$ cat src/rtl/serial_addsub16_pkg.sv
// +-----------------------------------------------------------------------+
// | serial_addsub16_pkg                                                   |
// | Shared state encodings and default width for the serial add/sub unit. |
// | Revision: 1.0                                                         |
// +-----------------------------------------------------------------------+
`default_nettype none

package serial_addsub16_pkg;

  localparam int DEF_WIDTH = 16;

  localparam logic [1:0] ST_IDLE = 2'd0;
  localparam logic [1:0] ST_RUN  = 2'd1;
  localparam logic [1:0] ST_DONE = 2'd2;

endpackage

`default_nettype wire

$ cat src/rtl/serial_addsub16_if.sv
// +-----------------------------------------------------------------------+
// | serial_addsub16_if                                                    |
// | Request/result bundle; ovf exists only with SERIAL_ADDSUB_OVF_EN.     |
// | Revision: 1.0                                                         |
// +-----------------------------------------------------------------------+
`default_nettype none

interface serial_addsub16_if
  import serial_addsub16_pkg::*;
#(
  parameter int WIDTH = DEF_WIDTH
);
  logic             start;
  logic             sub;
  logic [WIDTH-1:0] a;
  logic [WIDTH-1:0] b;
  logic             ready;
  logic             busy;
  logic             done;
  logic [WIDTH-1:0] result;
  logic             cout;
`ifdef SERIAL_ADDSUB_OVF_EN
  logic             ovf;

  modport master (output start, sub, a, b,
                  input  ready, busy, done, result, cout, ovf);
  modport slave  (input  start, sub, a, b,
                  output ready, busy, done, result, cout, ovf);
`else
  modport master (output start, sub, a, b,
                  input  ready, busy, done, result, cout);
  modport slave  (input  start, sub, a, b,
                  output ready, busy, done, result, cout);
`endif
endinterface

`default_nettype wire

$ cat src/rtl/serial_addsub16_fa_bit.sv
// +-----------------------------------------------------------------------+
// | fa_bit                                                                |
// | One-bit full adder cell shared by every bit position of the op.       |
// | Revision: 1.0                                                         |
// +-----------------------------------------------------------------------+
`default_nettype none

module fa_bit (
  input  wire logic a,
  input  wire logic b,
  input  wire logic cin,
  output logic      s,
  output logic      cout
);

  assign s    = a ^ b ^ cin;
  assign cout = (a & b) | (cin & (a ^ b));

endmodule

`default_nettype wire

$ cat src/rtl/serial_addsub16.sv
// +-----------------------------------------------------------------------+
// | serial_addsub16                                                       |
// | Bit-serial add/subtract, LSB first, one bit per clock.                |
// | Option: SERIAL_ADDSUB_OVF_EN adds signed-overflow output ovf.         |
// | Revision: 1.0                                                         |
// +-----------------------------------------------------------------------+
`default_nettype none

module serial_addsub16
  import serial_addsub16_pkg::*;
#(
  parameter int WIDTH = DEF_WIDTH,
  parameter int CNT_W = 4
) (
  input wire logic         clk,
  input wire logic         rst_n,
  serial_addsub16_if.slave bus
);

  logic [1:0]       r_state;
  logic [1:0]       w_next;
  logic [WIDTH-1:0] r_opa;
  logic [WIDTH-1:0] r_opb;
  logic             r_carry;
  logic [CNT_W-1:0] r_cnt;
  logic [WIDTH-2:0] r_sum;
  logic [WIDTH-1:0] r_result;
  logic             r_cout;
  logic [WIDTH-1:0] w_sum_next;
  logic             w_s;
  logic             w_c;
  logic             w_ready;
  logic             w_busy;
  logic             w_done;
  logic             w_accept;
  logic             w_last;

  fa_bit u_fa (
    .a    (r_opa[0]),
    .b    (r_opb[0]),
    .cin  (r_carry),
    .s    (w_s),
    .cout (w_c)
  );

  assign w_accept   = w_ready & bus.start;
  assign w_last     = (r_cnt == CNT_W'(WIDTH - 1));
  assign w_sum_next = {w_s, r_sum};

  always_ff @(posedge clk or negedge rst_n) begin
    if (!rst_n) r_state <= ST_IDLE;
    else        r_state <= w_next;
  end

  always_comb begin
    w_next = ST_IDLE;
    case (r_state)
      ST_IDLE: w_next = bus.start ? ST_RUN : ST_IDLE;
      ST_RUN:  w_next = w_last ? ST_DONE : ST_RUN;
      ST_DONE: w_next = bus.start ? ST_RUN : ST_IDLE;
      default: w_next = ST_IDLE;
    endcase
  end

  always_comb begin
    w_ready = 1'b0;
    w_busy  = 1'b0;
    w_done  = 1'b0;
    case (r_state)
      ST_IDLE: w_ready = 1'b1;
      ST_RUN:  w_busy  = 1'b1;
      ST_DONE: begin
        w_ready = 1'b1;
        w_done  = 1'b1;
      end
      default: w_ready = 1'b0;
    endcase
  end

  // Subtraction is a + ~b + 1: invert B on accept and seed the carry with 1.
  always_ff @(posedge clk or negedge rst_n) begin
    if (!rst_n) begin
      r_opa    <= '0;
      r_opb    <= '0;
      r_carry  <= 1'b0;
      r_cnt    <= '0;
      r_sum    <= '0;
      r_result <= '0;
      r_cout   <= 1'b0;
    end else if (w_accept) begin
      r_opa   <= bus.a;
      r_opb   <= bus.sub ? ~bus.b : bus.b;
      r_carry <= bus.sub;
      r_cnt   <= '0;
      r_sum   <= '0;
    end else if (r_state == ST_RUN) begin
      r_opa   <= r_opa >> 1;
      r_opb   <= r_opb >> 1;
      r_carry <= w_c;
      r_sum   <= w_sum_next[WIDTH-1:1];
      if (w_last) begin
        r_result <= w_sum_next;
        r_cout   <= w_c;
      end else begin
        r_cnt <= r_cnt + 1'b1;
      end
    end
  end

`ifdef SERIAL_ADDSUB_OVF_EN
  logic r_ovf;

  // On the last bit r_carry is the carry into the MSB.
  always_ff @(posedge clk or negedge rst_n) begin
    if (!rst_n)                            r_ovf <= 1'b0;
    else if (r_state == ST_RUN && w_last)  r_ovf <= r_carry ^ w_c;
  end

  assign bus.ovf = r_ovf;
`endif

  assign bus.ready  = w_ready;
  assign bus.busy   = w_busy;
  assign bus.done   = w_done;
  assign bus.result = r_result;
  assign bus.cout   = r_cout;

endmodule

`default_nettype wire

$ cat src/flat_wrapper.sv
// flat-port wrapper written by rule: the top's interface ports become plain ports
module serial_addsub16_flat import serial_addsub16_pkg::*;
#(
  parameter int WIDTH = DEF_WIDTH,
  parameter int CNT_W = 4
)
  (clk, rst_n, bus_start, bus_sub, bus_a, bus_b, bus_ready, bus_busy, bus_done, bus_result, bus_cout);
  serial_addsub16_if #(.WIDTH(WIDTH)) bus_i ();
  input wire logic clk;
  input wire logic rst_n;
  input wire logic [$bits(bus_i.start)-1:0] bus_start;
  input wire logic [$bits(bus_i.sub)-1:0] bus_sub;
  input wire logic [$bits(bus_i.a)-1:0] bus_a;
  input wire logic [$bits(bus_i.b)-1:0] bus_b;
  output wire logic [$bits(bus_i.ready)-1:0] bus_ready;
  output wire logic [$bits(bus_i.busy)-1:0] bus_busy;
  output wire logic [$bits(bus_i.done)-1:0] bus_done;
  output wire logic [$bits(bus_i.result)-1:0] bus_result;
  output wire logic [$bits(bus_i.cout)-1:0] bus_cout;
  assign bus_i.start = bus_start;
  assign bus_i.sub = bus_sub;
  assign bus_i.a = bus_a;
  assign bus_i.b = bus_b;
  assign bus_ready = bus_i.ready;
  assign bus_busy = bus_i.busy;
  assign bus_done = bus_i.done;
  assign bus_result = bus_i.result;
  assign bus_cout = bus_i.cout;
  serial_addsub16 #(.WIDTH(WIDTH), .CNT_W(CNT_W)) u_core (.clk(clk), .rst_n(rst_n), .bus(bus_i));
endmodule
$ cat config.mk
export PLATFORM = sky130hd
export DESIGN_NAME = serial_addsub16_flat
export DESIGN_NICKNAME = d
export VERILOG_FILES = /design/src/rtl/serial_addsub16_pkg.sv /design/src/rtl/serial_addsub16_if.sv /design/src/rtl/serial_addsub16_fa_bit.sv /design/src/rtl/serial_addsub16.sv /design/src/flat_wrapper.sv
export SDC_FILE = /design/constraint.sdc
export NUM_CORES = 1
export LEC_CHECK = 0
export ABC_CLOCK_PERIOD_IN_PS = 2000
export BUFFER_PORTS_ARGS = -buffer_cell sky130_fd_sc_hd__buf_2
export CAP_MARGIN = 20
export CORE_ASPECT_RATIO = 1.1
export CORE_MARGIN = 5
export CORE_UTILIZATION = 30
export CTS_CLUSTER_DIAMETER = 40
export DETAILED_ROUTE_END_ITERATION = 8
export HOLD_SLACK_MARGIN = 0.08
export PLACE_DENSITY_LB_ADDON = 0.15
export SLEW_MARGIN = 20
export SYNTH_ARGS = -nofsm -noshare
export SYNTH_HDL_FRONTEND = slang
export SYNTH_SLANG_ARGS = --single-unit
$ cat constraint.sdc
create_clock -name clk -period 2 [get_ports clk]
set_input_delay 0.3 -clock clk [delete_from_list [all_inputs] [get_ports clk]]
set_output_delay 0.3 -clock clk [all_outputs]
set_load 0.005 [all_outputs]
==> impl_results.html, run 1 <==
<table>
<tr><th>Metric</th><th>Value</th></tr>
<tr><th colspan="2">Flow run</th></tr>
<tr><td>Maximum capacitance violations</td><td>0</td></tr>
<tr><th colspan="2">Placed design</th></tr>
<tr><td>Placed Instance Area</td><td>3560 sq um</td></tr>
<tr><td>Final weighted congestion of routability-driven global placement</td><td>0.7083</td></tr>
<tr><td>Sum of net half-perimeters after detailed placement</td><td>4228 um</td></tr>
<tr><td>Quantity of I/O buffers inserted on ports</td><td>55</td></tr>
<tr><td>Minimum setup slack after placement</td><td>291.3 ps</td></tr>
<tr><th colspan="2">Yosys</th></tr>
<tr><td>Syn Area/Cell</td><td>11.09 sq um</td></tr>
<tr><td>Post-Synthesis Net Count</td><td>326</td></tr>
<tr><td>Share of the yosys chip area belonging to registers</td><td>55.64%</td></tr>
<tr><td>Netlist Area Pre-Place</td><td>3193 sq um</td></tr>
<tr><td>Number of warnings printed during yosys synthesis</td><td>0</td></tr>
<tr><td>Cell type with the largest total area after synthesis</td><td>sky130_fd_sc_hd__dfrtp_1</td></tr>
<tr><td>Top cells by area in the synthesized netlist</td><td>sky130_fd_sc_hd__dfrtp_1 (56%), sky130_fd_sc_hd__nand2_1 (7.4%), sky130_fd_sc_hd__a31oi_1 (5.5%), sky130_fd_sc_hd__a22o_1 (4.7%), sky130_fd_sc_hd__xor2_1 (4.4%)</td></tr>
<tr><td>Post-synthesis instance total</td><td>288</td></tr>
<tr><td>Area share of the largest cell type after synthesis</td><td>55.64%</td></tr>
<tr><td>Number of distinct standard cells referenced by the synthesized netlist</td><td>31</td></tr>
<tr><td>Number of flip-flops and latches in the synthesized netlist</td><td>71</td></tr>
<tr><th colspan="2">Routing</th></tr>
<tr><td>Via count of the routed design</td><td>2232</td></tr>
<tr><td>Routed wire per std cell</td><td>13.69 um</td></tr>
<tr><td>Number of vias per cell after detailed routing</td><td>4.593</td></tr>
<tr><td>Post-detailed-routing wire length</td><td>6655 um</td></tr>
<tr><td>Residual antenna-violating net count after detailed routing</td><td>0</td></tr>
<tr><td>Count of unresolved DRC violations after routing</td><td>0</td></tr>
<tr><td>Starting DRC count in detailed routing</td><td>77</td></tr>
<tr><td>Drt pass-1 iters</td><td>4</td></tr>
<tr><th colspan="2">Pwr</th></tr>
<tr><td>Peak supply drop</td><td>0.5574 mV</td></tr>
<tr><td>Internal Pwr Total</td><td>4.307 mW</td></tr>
<tr><td>Total power divided by cell area</td><td>1603 nW/um^2</td></tr>
<tr><td>Net switching share of the total power</td><td>31.55%</td></tr>
<tr><td>Total leakage power</td><td>1.888 nW</td></tr>
<tr><td>Combinational power share</td><td>30.3%</td></tr>
<tr><td>Switching power of the nets</td><td>1.985 mW</td></tr>
<tr><td>Relative contribution of the clock network to total power</td><td>29.7%</td></tr>
<tr><td>Register share of total power</td><td>40.1%</td></tr>
<tr><th colspan="2">Clock network</th></tr>
<tr><td>Clock slew at reported path FFs</td><td>60 ps</td></tr>
<tr><td>Maximum buffer depth of the clock tree</td><td>2</td></tr>
<tr><td>Count of H-tree levels built during CTS</td><td>3</td></tr>
<tr><td>Number of clock sinks</td><td>71</td></tr>
<tr><td>CTS Hold Buffers Added</td><td>1</td></tr>
<tr><td>Total CTS buffers</td><td>9</td></tr>
<tr><td>Clock root cell</td><td>sky130_fd_sc_hd__clkbuf_16</td></tr>
<tr><td>TritonCTS clock tree</td><td>done</td></tr>
<tr><td>Clock network latency to the later pin of the worst-skew pair</td><td>320 ps</td></tr>
<tr><td>Post-CTS setup buffer count</td><td>0</td></tr>
<tr><td>Gates resized, CTS repair</td><td>0</td></tr>
<tr><th colspan="2">Layout</th></tr>
<tr><td>Layout cell share with drive strength beyond 1</td><td>29.15%</td></tr>
<tr><td>Final instance area</td><td>3926 sq um</td></tr>
<tr><td>Nets@finish</td><td>376</td></tr>
<tr><td>Most common library cell in the layout ignoring fill and taps</td><td>sky130_fd_sc_hd__dfrtp_1</td></tr>
<tr><td>Signed area change from the synthesized netlist to the final layout</td><td>22.96%</td></tr>
<tr><td>Final antenna diode count</td><td>0</td></tr>
<tr><td>Fraction of the core area covered by cells at the end of the flow</td><td>37.78%</td></tr>
<tr><td>Commonest non-fill, non-tap cells in the layout</td><td>sky130_fd_sc_hd__dfrtp_1 (71), sky130_fd_sc_hd__nand2_1 (63), sky130_fd_sc_hd__buf_2 (54)</td></tr>
<tr><th colspan="2">Critical path</th></tr>
<tr><td>Maximum fanout count along the critical path</td><td>52</td></tr>
<tr><td>Worst EP arrival</td><td>1510 ps</td></tr>
<tr><td>Critical path class</td><td>flip-flop to primary output</td></tr>
<tr><td>Startpoint kind of the worst setup timing path</td><td>flip-flop</td></tr>
<tr><td>Kind of end point of the critical path</td><td>primary output</td></tr>
<tr><td>Data required time at the worst endpoint</td><td>1700 ps</td></tr>
<tr><th colspan="2">Floorplanning</th></tr>
<tr><td>Starting density of the core</td><td>30.72%</td></tr>
<tr><td>Core box area</td><td>10390 sq um</td></tr>
<tr><td>Floorplan row count</td><td>39</td></tr>
<tr><td>Die height</td><td>118.2 um</td></tr>
<tr><td>Die ar.</td><td>12810 sq um</td></tr>
<tr><td>Die outline width</td><td>108.4 um</td></tr>
<tr><td>Boundary Pins</td><td>56</td></tr>
<tr><th colspan="2">Global route</th></tr>
<tr><td>Number of antenna violations at the first check in global routing</td><td>0</td></tr>
<tr><td>First-pass GRT wire length</td><td>11590 um</td></tr>
<tr><td>Via count of the first global-routing pass</td><td>2308</td></tr>
<tr><td>Overall track demand over capacity in global routing</td><td>11.22%</td></tr>
<tr><td>Overflow left after global routing</td><td>0</td></tr>
<tr><td>Largest net degree at the start of global routing</td><td>53</td></tr>
<tr><th colspan="2">Timing</th></tr>
<tr><td>Unrepaired setup endpoints after global routing</td><td>false</td></tr>
<tr><td>Min Clock Period, post-route</td><td>1806 ps</td></tr>
<tr><td>Setup ws final</td><td>194.1 ps</td></tr>
<tr><td>Share of the cycle needed by the critical path after routing</td><td>90.30%</td></tr>
<tr><td>Max-slew violation count</td><td>0</td></tr>
<tr><td>F_max</td><td>553.7 MHz</td></tr>
<tr><td>Slew @ Worst Pin</td><td>527.2 ps</td></tr>
<tr><td>Total count of hold-check failures in the final report</td><td>0</td></tr>
<tr><td>Summed negative setup slack over all endpoints</td><td>0 ps</td></tr>
<tr><td>Largest clock skew in the final design</td><td>5.008 ps</td></tr>
<tr><td>Slew margin rel.</td><td>64.86%</td></tr>
<tr><td>Setup violations, final</td><td>0</td></tr>
<tr><th colspan="2">Worst hold path</th></tr>
<tr><td>Class of the tightest hold or removal check</td><td>primary input to flip-flop</td></tr>
<tr><th colspan="2">Status</th></tr>
<tr><td>Status</td><td>finished clean</td></tr>
</table>
[metal layers]
layer,part of all wire [%],up-vias,track usage [%]
met3,5.3,7,3.381
met1,49,1080,15.26
li1,-,1089,-
met5,0,-,0
met2,45,56,17.26
met4,0.89,0,3.315
[Yosys cell counts (all sizes together)]
master and number:
dfrtp 71, nand2 63, nor2 30, a31oi 28, buf 18, a22o 17
mux2 17, xor2 16, nand3 5, a22oi 3, clkbuf 3, nor3 3
nand2b 2, a211oi 1, a21oi 1, a31o 1, a41oi 1, and2b 1
and3 1, clkinv 1, fa 1, ha 1, inv 1, mux2i 1
nor2b 1
[critical path, cell delays in order (launching register included)]
cell,delay (ps)
sky130_fd_sc_hd__dfrtp_1,400
sky130_fd_sc_hd__nand2b_1,160
sky130_fd_sc_hd__clkinv_4,340
sky130_fd_sc_hd__buf_2,270
[sequential cells by signal (all words and copies together) (netlist names)]
register           cells
u_core.r_cnt           4
u_core.r_sum          15
u_core.bus.result     16
u_core.r_state         2
u_core.r_opb          16
u_core.bus.cout        1
u_core.r_opa          16
u_core.r_carry         1
[cells by family (layout without fill, tap and decap cells)]
logic type / Yosys count / in the layout / synth area share, %
and+or+nand+nor: 106 / 106 / 14.38
DFF: 71 / 71 / 55.64
AOI/OAI and AO/OA: 52 / 52 / 12.19
buffers and inverters: 23 / 78 / 5.016
muxes: 18 / 18 / 7.367
xor gates and xnor gates: 16 / 16 / 4.389
adders and majority gates: 2 / 2 / 1.019
[power groups by stage]
stage	Sequential (mW)	Combinational, mW	Clock (mW)
2_1_floorplan	2.45	1.51	0
3_3_place_gp	2.54	1.92	0
3_5_place_dp	2.54	1.95	0
4_1_cts	2.53	1.95	1.92
5_1_grt	2.60	2.16	1.99
6_report	2.52	1.90	1.87
[final cells by class]
class / instances / area, sq um
Clock inverter: 5 / 103.9
Inverter: 2 / 12.51
Timing Repair Buffer: 60 / 342.8
Tap cell: 143 / 178.9
Fill cell: 1073 / 6467
Sequential cell: 71 / 1777
Multi-Input combinational cell: 194 / 1259
Clock buffer: 11 / 252.7
[stage by stage]
stage | hold slack, ps | instances | total power, mW
floorplan | 4.409 | 288 | 3.957
global placement | 283.3 | 469 | 4.456
detailed placement | 289.0 | 469 | 4.491
CTS | 188.9 | 486 | 6.398
global route | 201.6 | 486 | 6.747
finish | 198.6 | 486 | 6.292
[worst paths after layout]
kind                                                     endpoint  depth (start not counted)  slack, ps                        startpoint
worst min-delay path                 u_core.r_opa[12]$_DFFE_PN0P_                          3        200                         bus_a[12]
worst min register to register   u_core.bus.result[5]$_DFFE_PN0P_                          1        500  u_core.bus.result[5]$_DFFE_PN0P_
worst max register to register   u_core.bus.result[1]$_DFFE_PN0P_                          4        320       u_core.r_cnt[0]$_DFFE_PN0P_
worst max-delay path                                     bus_busy                          3        190       u_core.r_state[0]$_DFF_PN0_
min in group asynchronous       u_core.bus.result[10]$_DFFE_PN0P_                          2        470                             rst_n
max in group asynchronous             u_core.r_opb[3]$_DFFE_PN0P_                          3        970                             rst_n
Note: power is estimated with default switching activity, not from simulation.
==> run 2, diff against run 1 <==
ABC_AREA = 1   (was unset)
==> impl_results.html, run 2 <==
<table>
<tr><th>Metric</th><th>Value</th></tr>
<tr><th colspan="2">Yosys</th></tr>
<tr><td>Top cells by area in the synthesized netlist</td><td>sky130_fd_sc_hd__dfrtp_1 (55%), sky130_fd_sc_hd__nand2_1 (9.9%), sky130_fd_sc_hd__o21ai_0 (4.7%), sky130_fd_sc_hd__a21oi_1 (4.4%), sky130_fd_sc_hd__xor2_1 (4.4%)</td></tr>
<tr><td>Number of flip-flops and latches in the synthesized netlist</td><td>71</td></tr>
<tr><td>Count of flip-flops with a built-in enable after synthesis</td><td>0</td></tr>
<tr><td>Syn Area/Cell</td><td>9.140 sq um</td></tr>
<tr><td>Area share of the largest cell type after synthesis</td><td>55.38%</td></tr>
<tr><td>Cell type with the largest total area after synthesis</td><td>sky130_fd_sc_hd__dfrtp_1</td></tr>
<tr><td>Netlist Area Pre-Place</td><td>3208 sq um</td></tr>
<tr><td>Most frequent cell after synthesis</td><td>sky130_fd_sc_hd__nand2_1</td></tr>
<tr><td>Top flip-flop cell by instance count after synthesis</td><td>sky130_fd_sc_hd__dfrtp_1</td></tr>
<tr><td>Number of warnings printed during yosys synthesis</td><td>0</td></tr>
<tr><td>Synth top cells by count</td><td>sky130_fd_sc_hd__nand2_1 (85), sky130_fd_sc_hd__dfrtp_1 (71), sky130_fd_sc_hd__o21ai_0 (30), sky130_fd_sc_hd__nor2_1 (29), sky130_fd_sc_hd__a21oi_1 (28)</td></tr>
<tr><td>Post-Synthesis Net Count</td><td>389</td></tr>
<tr><td>Post-synthesis instance total</td><td>351</td></tr>
<tr><td>Share of the yosys chip area belonging to registers</td><td>55.38%</td></tr>
<tr><td>Number of distinct standard cells referenced by the synthesized netlist</td><td>24</td></tr>
<tr><td>Proportion of register bits with asynchronous set or reset after synthesis</td><td>100.0%</td></tr>
<tr><th colspan="2">Routing</th></tr>
<tr><td>Post-detailed-routing wire length</td><td>7091 um</td></tr>
<tr><td>Number of vias per cell after detailed routing</td><td>4.432</td></tr>
<tr><td>Routed wire per std cell</td><td>12.87 um</td></tr>
<tr><td>Met3 routed WL</td><td>373 um</td></tr>
<tr><td>Count of unresolved DRC violations after routing</td><td>0</td></tr>
<tr><td>Drt pass-1 iters</td><td>4</td></tr>
<tr><td>Detailed-route wire length on metal 1</td><td>3351 um</td></tr>
<tr><td>Starting DRC count in detailed routing</td><td>65</td></tr>
<tr><td>Via count of the routed design</td><td>2442</td></tr>
<tr><td>Residual antenna-violating net count after detailed routing</td><td>0</td></tr>
<tr><td>Top layer reached by signal wires</td><td>met4</td></tr>
<tr><td>Routed length on met2</td><td>3249 um</td></tr>
<tr><th colspan="2">Flow run</th></tr>
<tr><td>Maximum capacitance violations</td><td>0</td></tr>
<tr><th colspan="2">Floorplanning</th></tr>
<tr><td>Boundary Pins</td><td>56</td></tr>
<tr><td>Die height</td><td>118.5 um</td></tr>
<tr><td>Die outline width</td><td>108.6 um</td></tr>
<tr><td>Core box area</td><td>10440 sq um</td></tr>
<tr><td>Floorplan row count</td><td>39</td></tr>
<tr><td>Starting density of the core</td><td>30.72%</td></tr>
<tr><td>Die ar.</td><td>12860 sq um</td></tr>
<tr><th colspan="2">Clock network</th></tr>
<tr><td>Count of H-tree levels built during CTS</td><td>3</td></tr>
<tr><td>Number of clock sinks</td><td>71</td></tr>
<tr><td>Total CTS buffers</td><td>9</td></tr>
<tr><td>Post-CTS setup buffer count</td><td>0</td></tr>
<tr><td>CTS Hold Buffers Added</td><td>1</td></tr>
<tr><td>Maximum buffer depth of the clock tree</td><td>2</td></tr>
<tr><td>Clock root cell</td><td>sky130_fd_sc_hd__clkbuf_16</td></tr>
<tr><td>Gates resized, CTS repair</td><td>0</td></tr>
<tr><td>Clock network latency to the later pin of the worst-skew pair</td><td>330 ps</td></tr>
<tr><td>TritonCTS clock tree</td><td>done</td></tr>
<tr><td>Clock slew at reported path FFs</td><td>50 ps</td></tr>
<tr><th colspan="2">Critical path</th></tr>
<tr><td>Number of buffers and inverters on the critical path</td><td>2</td></tr>
<tr><td>Levels on crit path</td><td>5</td></tr>
<tr><td>Worst EP arrival</td><td>1730 ps</td></tr>
<tr><td>Dominant delay contributor by cell family on the critical path</td><td>buffers and inverters</td></tr>
<tr><td>Maximum fanout count along the critical path</td><td>30</td></tr>
<tr><td>CP max stage cell</td><td>sky130_fd_sc_hd__dfrtp_1</td></tr>
<tr><td>Critical path class</td><td>flip-flop to flip-flop</td></tr>
<tr><td>Data required time at the worst endpoint</td><td>2250 ps</td></tr>
<tr><td>Startpoint kind of the worst setup timing path</td><td>flip-flop</td></tr>
<tr><td>Max stage delay on crit path</td><td>420 ps</td></tr>
<tr><td>Reg2reg setup slack</td><td>520 ps</td></tr>
<tr><td>Worst reg2reg path endpoint</td><td>u_core.r_opa[3]$_DFFE_PN0P_</td></tr>
<tr><td>Worst Reg2Reg Path Length in Cells</td><td>5</td></tr>
<tr><td>Cell occurring most often along the worst timing path</td><td>sky130_fd_sc_hd__inv_2</td></tr>
<tr><td>Last element of the critical path</td><td>u_core.r_opa[3]$_DFFE_PN0P_</td></tr>
<tr><td>Critical R2R Launch</td><td>u_core.r_state[0]$_DFF_PN0_</td></tr>
<tr><td>Kind of end point of the critical path</td><td>flip-flop</td></tr>
<tr><td>Critical path launch point</td><td>u_core.r_state[0]$_DFF_PN0_</td></tr>
<tr><td>List of cells traversed by the critical path</td><td>inv_2 -&gt; nand2_4 -&gt; inv_2 -&gt; nand2_1 -&gt; a21oi_1</td></tr>
<tr><th colspan="2">Placed design</th></tr>
<tr><td>Placed cell count</td><td>534</td></tr>
<tr><td>Sum of net half-perimeters after detailed placement</td><td>4746 um</td></tr>
<tr><td>Final weighted congestion of routability-driven global placement</td><td>0.7834</td></tr>
<tr><td>Quantity of I/O buffers inserted on ports</td><td>55</td></tr>
<tr><th colspan="2">Timing</th></tr>
<tr><td>Slew @ Worst Pin</td><td>500.7 ps</td></tr>
<tr><td>Share of the cycle needed by the critical path after routing</td><td>73.90%</td></tr>
<tr><td>Largest clock skew in the final design</td><td>4.856 ps</td></tr>
<tr><td>F_max</td><td>676.6 MHz</td></tr>
<tr><td>Min Clock Period, post-route</td><td>1478 ps</td></tr>
<tr><td>Max-slew violation count</td><td>0</td></tr>
<tr><td>Total count of hold-check failures in the final report</td><td>0</td></tr>
<tr><td>Slew margin rel.</td><td>66.57%</td></tr>
<tr><td>Unrepaired setup endpoints after global routing</td><td>false</td></tr>
<tr><td>Summed negative setup slack over all endpoints</td><td>0 ps</td></tr>
<tr><td>Setup violations, final</td><td>0</td></tr>
<tr><th colspan="2">Global route</th></tr>
<tr><td>Via count of the first global-routing pass</td><td>2528</td></tr>
<tr><td>Overflow left after global routing</td><td>0</td></tr>
<tr><td>First-pass GRT wire length</td><td>12100 um</td></tr>
<tr><td>Number of antenna violations at the first check in global routing</td><td>0</td></tr>
<tr><td>Largest net degree at the start of global routing</td><td>38</td></tr>
<tr><td>Overall track demand over capacity in global routing</td><td>11.86%</td></tr>
<tr><th colspan="2">Layout</th></tr>
<tr><td>Final antenna diode count</td><td>0</td></tr>
<tr><td>Most common library cell in the layout ignoring fill and taps</td><td>sky130_fd_sc_hd__nand2_1</td></tr>
<tr><td>Nets@finish</td><td>441</td></tr>
<tr><td>Layout cell share with drive strength beyond 1</td><td>20.83%</td></tr>
<tr><td>Post-route insts no fill</td><td>551</td></tr>
<tr><td>Commonest non-fill, non-tap cells in the layout</td><td>sky130_fd_sc_hd__nand2_1 (85), sky130_fd_sc_hd__dfrtp_1 (71), sky130_fd_sc_hd__buf_2 (54)</td></tr>
<tr><td>Signed area change from the synthesized netlist to the final layout</td><td>21.33%</td></tr>
<tr><th colspan="2">Worst hold path</th></tr>
<tr><td>Class of the tightest hold or removal check</td><td>primary input to flip-flop</td></tr>
<tr><th colspan="2">Pwr</th></tr>
<tr><td>Total leakage power</td><td>1.880 nW</td></tr>
<tr><td>Total power divided by cell area</td><td>1505 nW/um^2</td></tr>
<tr><td>Peak supply drop</td><td>0.4672 mV</td></tr>
<tr><th colspan="2">Status</th></tr>
<tr><td>Status</td><td>finished clean</td></tr>
</table>
-- run 2: worst reg2reg max path, delay by kind of cell, from the launching register on --
kind / cells / cell delay, ps
and+or+nand+nor: 2 / 270
buffers and inverters: 2 / 550
DFF: 1 / 420
AOI/OAI and AO/OA: 1 / 160
-- run 2: worst min-delay path by stage --
stage / startpoint / end / slack, ps / depth (start not counted)
4_1_cts: bus_a[12] / u_core.r_opa[12]$_DFFE_PN0P_ / 180 / 3
2_1_floorplan: rst_n / u_core.bus.cout$_DFFE_PN0P_ / 4 / 0
3_3_place_gp: rst_n / u_core.bus.result[2]$_DFFE_PN0P_ / 300 / 1
5_1_grt: bus_a[12] / u_core.r_opa[12]$_DFFE_PN0P_ / 190 / 3
3_5_place_dp: rst_n / u_core.bus.result[2]$_DFFE_PN0P_ / 300 / 1
6_report: bus_a[12] / u_core.r_opa[12]$_DFFE_PN0P_ / 190 / 3
-- run 2: kinds of logic (layout without fill, tap and decap cells) --
family	after synthesis	count (layout)	share of synthesized area [%]
AO/OA/AOI/OAI	91	91	14.98
XOR/XNOR	17	17	4.641
adder cells (fa/ha/maj)	2	2	1.014
buffers and inverters	44	101	7.059
flip-flops	71	71	55.38
AND/OR/NAND/NOR	126	126	16.93
-- run 2: cell type report --
type                       count  area, sq um
inverter                      24        90.09
fill                        1148         6550
tap                          143        178.9
clock inverter                 4        45.04
sequential                    71         1777
timing repair buffer          61        350.3
multi-input combinational    236         1205
clock buffer                  12        246.5
-- run 2: routing by layer --
| metal | vias to the layer above | track usage, % |
|---|---|---|
| li1 | 1246 | - |
| met2 | 62 | 18.28 |
| met5 | - | 0 |
| met1 | 1124 | 15.55 |
| met4 | 0 | 4.972 |
| met3 | 10 | 3.381 |
-- run 2: power breakdown --
part	leakage [nW]	internal (mW)	switching, mW
sequential	0.874	2.08	0.344
combinational	0.859	0.766	1.09
clock	0.146	0.993	0.577
total	1.88	3.84	2.01
-- run 2: metrics by stage --
stage | total power [mW] | hold WS, ps | util (%) | setup slack [ps] | area [sq um]
floorplan | 3.795 | 4.409 | - | 755.5 | 3208
global placement | 4.331 | 303.5 | 34.39 | 495.4 | 3591
detailed placement | 4.361 | 304.3 | 34.39 | 489.5 | 3591
CTS | 5.980 | 178.8 | 37.28 | 471.5 | 3892
global route | 6.365 | 192.0 | 37.28 | 330.2 | 3892
finish | 5.857 | 186.9 | 37.28 | 522.1 | 3892
==> run 3, diff against run 2 <==
ABC_CLOCK_PERIOD_IN_PS = 1500   (was 2000)
clock period = 1.5 ns   (was 2 ns; I/O delays follow)
==> impl_results.html, run 3 (synthesis gave the netlist of run 2 again) <==
<table>
<tr><th>Metric</th><th>Value</th></tr>
<tr><th colspan="2">Pwr</th></tr>
<tr><td>Combinational power share</td><td>31.4%</td></tr>
<tr><td>Total power divided by cell area</td><td>2043 nW/um^2</td></tr>
<tr><td>Switching power of the nets</td><td>2.765 mW</td></tr>
<tr><td>Register share of total power</td><td>40.2%</td></tr>
<tr><td>Total leakage power</td><td>1.921 nW</td></tr>
<tr><td>Internal Pwr Total</td><td>5.361 mW</td></tr>
<tr><td>Relative contribution of the clock network to total power</td><td>28.4%</td></tr>
<tr><td>Net switching share of the total power</td><td>34.03%</td></tr>
<tr><td>Peak supply drop</td><td>0.6599 mV</td></tr>
<tr><th colspan="2">Placed design</th></tr>
<tr><td>Minimum setup slack after placement</td><td>154.7 ps</td></tr>
<tr><td>Placed cell count</td><td>541</td></tr>
<tr><td>Placed Instance Area</td><td>3643 sq um</td></tr>
<tr><td>Sum of net half-perimeters after detailed placement</td><td>4922 um</td></tr>
<tr><td>Quantity of I/O buffers inserted on ports</td><td>55</td></tr>
<tr><td>Final weighted congestion of routability-driven global placement</td><td>0.7606</td></tr>
<tr><th colspan="2">Routing</th></tr>
<tr><td>Post-detailed-routing wire length</td><td>7176 um</td></tr>
<tr><td>Routed wire per std cell</td><td>12.86 um</td></tr>
<tr><td>Count of unresolved DRC violations after routing</td><td>0</td></tr>
<tr><td>Drt pass-1 iters</td><td>4</td></tr>
<tr><td>Number of vias per cell after detailed routing</td><td>4.443</td></tr>
<tr><td>Via count of the routed design</td><td>2479</td></tr>
<tr><td>Residual antenna-violating net count after detailed routing</td><td>0</td></tr>
<tr><td>Starting DRC count in detailed routing</td><td>106</td></tr>
<tr><th colspan="2">Critical path</th></tr>
<tr><td>Max stage delay on crit path</td><td>410 ps</td></tr>
<tr><td>Maximum fanout count along the critical path</td><td>7</td></tr>
<tr><td>Worst EP arrival</td><td>1180 ps</td></tr>
<tr><td>List of cells traversed by the critical path</td><td>inv_2 -&gt; nor2_4 -&gt; buf_2</td></tr>
<tr><td>Critical R2R Launch</td><td>u_core.r_cnt[0]$_DFFE_PN0P_</td></tr>
<tr><td>Critical path class</td><td>flip-flop to primary output</td></tr>
<tr><td>Data required time at the worst endpoint</td><td>1270 ps</td></tr>
<tr><td>Dominant delay contributor by cell family on the critical path</td><td>flip-flops</td></tr>
<tr><td>Critical path launch point</td><td>u_core.r_state[0]$_DFF_PN0_</td></tr>
<tr><td>Reg2reg setup slack</td><td>160 ps</td></tr>
<tr><td>Startpoint kind of the worst setup timing path</td><td>flip-flop</td></tr>
<tr><td>Worst reg2reg path endpoint</td><td>u_core.bus.result[4]$_DFFE_PN0P_</td></tr>
<tr><td>CP max stage cell</td><td>sky130_fd_sc_hd__dfrtp_1</td></tr>
<tr><td>Kind of end point of the critical path</td><td>primary output</td></tr>
<tr><td>Number of buffers and inverters on the critical path</td><td>2</td></tr>
<tr><td>Worst Reg2Reg Path Length in Cells</td><td>5</td></tr>
<tr><th colspan="2">Timing</th></tr>
<tr><td>Summed negative setup slack over all endpoints</td><td>0 ps</td></tr>
<tr><td>Min Clock Period, post-route</td><td>1409 ps</td></tr>
<tr><td>Fin Hold WS</td><td>118.5 ps</td></tr>
<tr><td>Total count of hold-check failures in the final report</td><td>0</td></tr>
<tr><td>Slew margin rel.</td><td>69.26%</td></tr>
<tr><td>Setup ws final</td><td>90.52 ps</td></tr>
<tr><td>Slew @ Worst Pin</td><td>461.1 ps</td></tr>
<tr><td>F_max</td><td>709.5 MHz</td></tr>
<tr><td>Largest clock skew in the final design</td><td>8.417 ps</td></tr>
<tr><td>Share of the cycle needed by the critical path after routing</td><td>93.97%</td></tr>
<tr><td>Unrepaired setup endpoints after global routing</td><td>false</td></tr>
<tr><td>Max-slew violation count</td><td>0</td></tr>
<tr><td>Setup violations, final</td><td>0</td></tr>
<tr><th colspan="2">Clock network</th></tr>
<tr><td>Number of clock sinks</td><td>71</td></tr>
<tr><td>Total CTS buffers</td><td>9</td></tr>
<tr><td>Clock root cell</td><td>sky130_fd_sc_hd__clkbuf_16</td></tr>
<tr><td>TritonCTS clock tree</td><td>done</td></tr>
<tr><td>Clock slew at reported path FFs</td><td>50 ps</td></tr>
<tr><td>Count of H-tree levels built during CTS</td><td>3</td></tr>
<tr><td>Clock network latency to the later pin of the worst-skew pair</td><td>330 ps</td></tr>
<tr><td>Maximum buffer depth of the clock tree</td><td>2</td></tr>
<tr><th colspan="2">Floorplanning</th></tr>
<tr><td>Die ar.</td><td>12860 sq um</td></tr>
<tr><td>Die height</td><td>118.5 um</td></tr>
<tr><td>Starting density of the core</td><td>30.72%</td></tr>
<tr><td>Die outline width</td><td>108.6 um</td></tr>
<tr><td>Core box area</td><td>10440 sq um</td></tr>
<tr><td>Floorplan row count</td><td>39</td></tr>
<tr><td>Boundary Pins</td><td>56</td></tr>
<tr><th colspan="2">Global route</th></tr>
<tr><td>First-pass GRT wire length</td><td>12250 um</td></tr>
<tr><td>Number of antenna violations at the first check in global routing</td><td>0</td></tr>
<tr><td>Overflow left after global routing</td><td>0</td></tr>
<tr><td>Largest net degree at the start of global routing</td><td>72</td></tr>
<tr><td>Via count of the first global-routing pass</td><td>2538</td></tr>
<tr><td>Overall track demand over capacity in global routing</td><td>11.95%</td></tr>
<tr><th colspan="2">Worst hold path</th></tr>
<tr><td>Worst hold endpoint</td><td>u_core.r_opa[12]$_DFFE_PN0P_</td></tr>
<tr><td>Hold Path Depth</td><td>3</td></tr>
<tr><td>Class of the tightest hold or removal check</td><td>primary input to flip-flop</td></tr>
<tr><td>Hold_sp</td><td>bus_a[12]</td></tr>
<tr><th colspan="2">Layout</th></tr>
<tr><td>Total of fill cells in the finished design</td><td>1115</td></tr>
<tr><td>Post-route insts no fill</td><td>558</td></tr>
<tr><td>Most common library cell in the layout ignoring fill and taps</td><td>sky130_fd_sc_hd__nand2_1</td></tr>
<tr><td>Final instance area</td><td>3978 sq um</td></tr>
<tr><td>Combined area of the multi-input logic cells</td><td>1205 sq um</td></tr>
<tr><td>Layout cell share with drive strength beyond 1</td><td>22.17%</td></tr>
<tr><td>Nets@finish</td><td>448</td></tr>
<tr><td>Flip-flop and latch area</td><td>1777 sq um</td></tr>
<tr><td>Commonest non-fill, non-tap cells in the layout</td><td>sky130_fd_sc_hd__nand2_1 (85), sky130_fd_sc_hd__dfrtp_1 (71), sky130_fd_sc_hd__buf_2 (54)</td></tr>
<tr><td>Signed area change from the synthesized netlist to the final layout</td><td>23.99%</td></tr>
<tr><td>Final antenna diode count</td><td>0</td></tr>
<tr><th colspan="2">Flow run</th></tr>
<tr><td>Maximum capacitance violations</td><td>0</td></tr>
<tr><th colspan="2">Status</th></tr>
<tr><td>Status</td><td>finished clean</td></tr>
</table>
==> run 3: timing repair <==
item,in CTS,in global routing
resized for setup,0,0
hold buffers,1,0
buffers inserted,0,0
endpoints found under the hold margin,71,0
==> run 3: metrics by stage <==
stage | utilization, % | power (mW)
4_1_cts | 38.09 | 8.266
5_1_grt | 38.09 | 8.789
2_1_floorplan | - | 5.060
6_report | 38.09 | 8.125
3_5_place_dp | 34.89 | 5.900
3_3_place_gp | 34.89 | 5.863
==> run 3: worst max path at each step <==
stage / endpoint / slack [ps] / cells past startpoint
after detailed placement: u_core.bus.result[4]$_DFFE_PN0P_ / 150 / 5
after CTS: bus_busy / 60 / 3
final: bus_busy / 90 / 3
after global placement: u_core.r_opb[11]$_DFFE_PN0P_ / 170 / 5
after global routing: bus_busy / 30 / 3
after floorplan: u_core.bus.result[5]$_DFFE_PN0P_ / 260 / 5
==> run 3: tightest hold or removal path, cell delays in order <==
cell,delay (ps)
sky130_fd_sc_hd__buf_2,80
sky130_fd_sc_hd__nand2_1,50
sky130_fd_sc_hd__o211ai_2,50
==> run 3: layout make-up <==
class | instances | area share, %
clock buffer | 12 | 6.197
clock inverter | 4 | 1.950
inverter | 24 | 2.265
multi-input combinational | 236 | 30.29
sequential | 71 | 44.67
tap | 143 | 4.498
timing repair buffer | 68 | 10.13
==> run 3: power groups by stage <==
stage	Clock, mW	Combinational (mW)	Sequential [mW]
5_1_grt	2.46	2.95	3.37
3_5_place_dp	0	2.61	3.29
6_report	2.31	2.55	3.27
4_1_cts	2.38	2.61	3.27
2_1_floorplan	0	1.86	3.20
3_3_place_gp	0	2.57	3.29
==> run 3: metal layers <==
| metal | up-vias | part of all wire [%] | GRT usage (%) | wire length (um) |
|---|---|---|---|---|
| li1 | 1261 | - | - | - |
| met1 | 1144 | 49 | 16.35 | 3501 |
| met2 | 70 | 45 | 18.43 | 3216 |
| met3 | 4 | 5.9 | 3.653 | 420 |
| met4 | 0 | 0.53 | 3.078 | 38 |
| met5 | - | 0 | 0 | 0 |
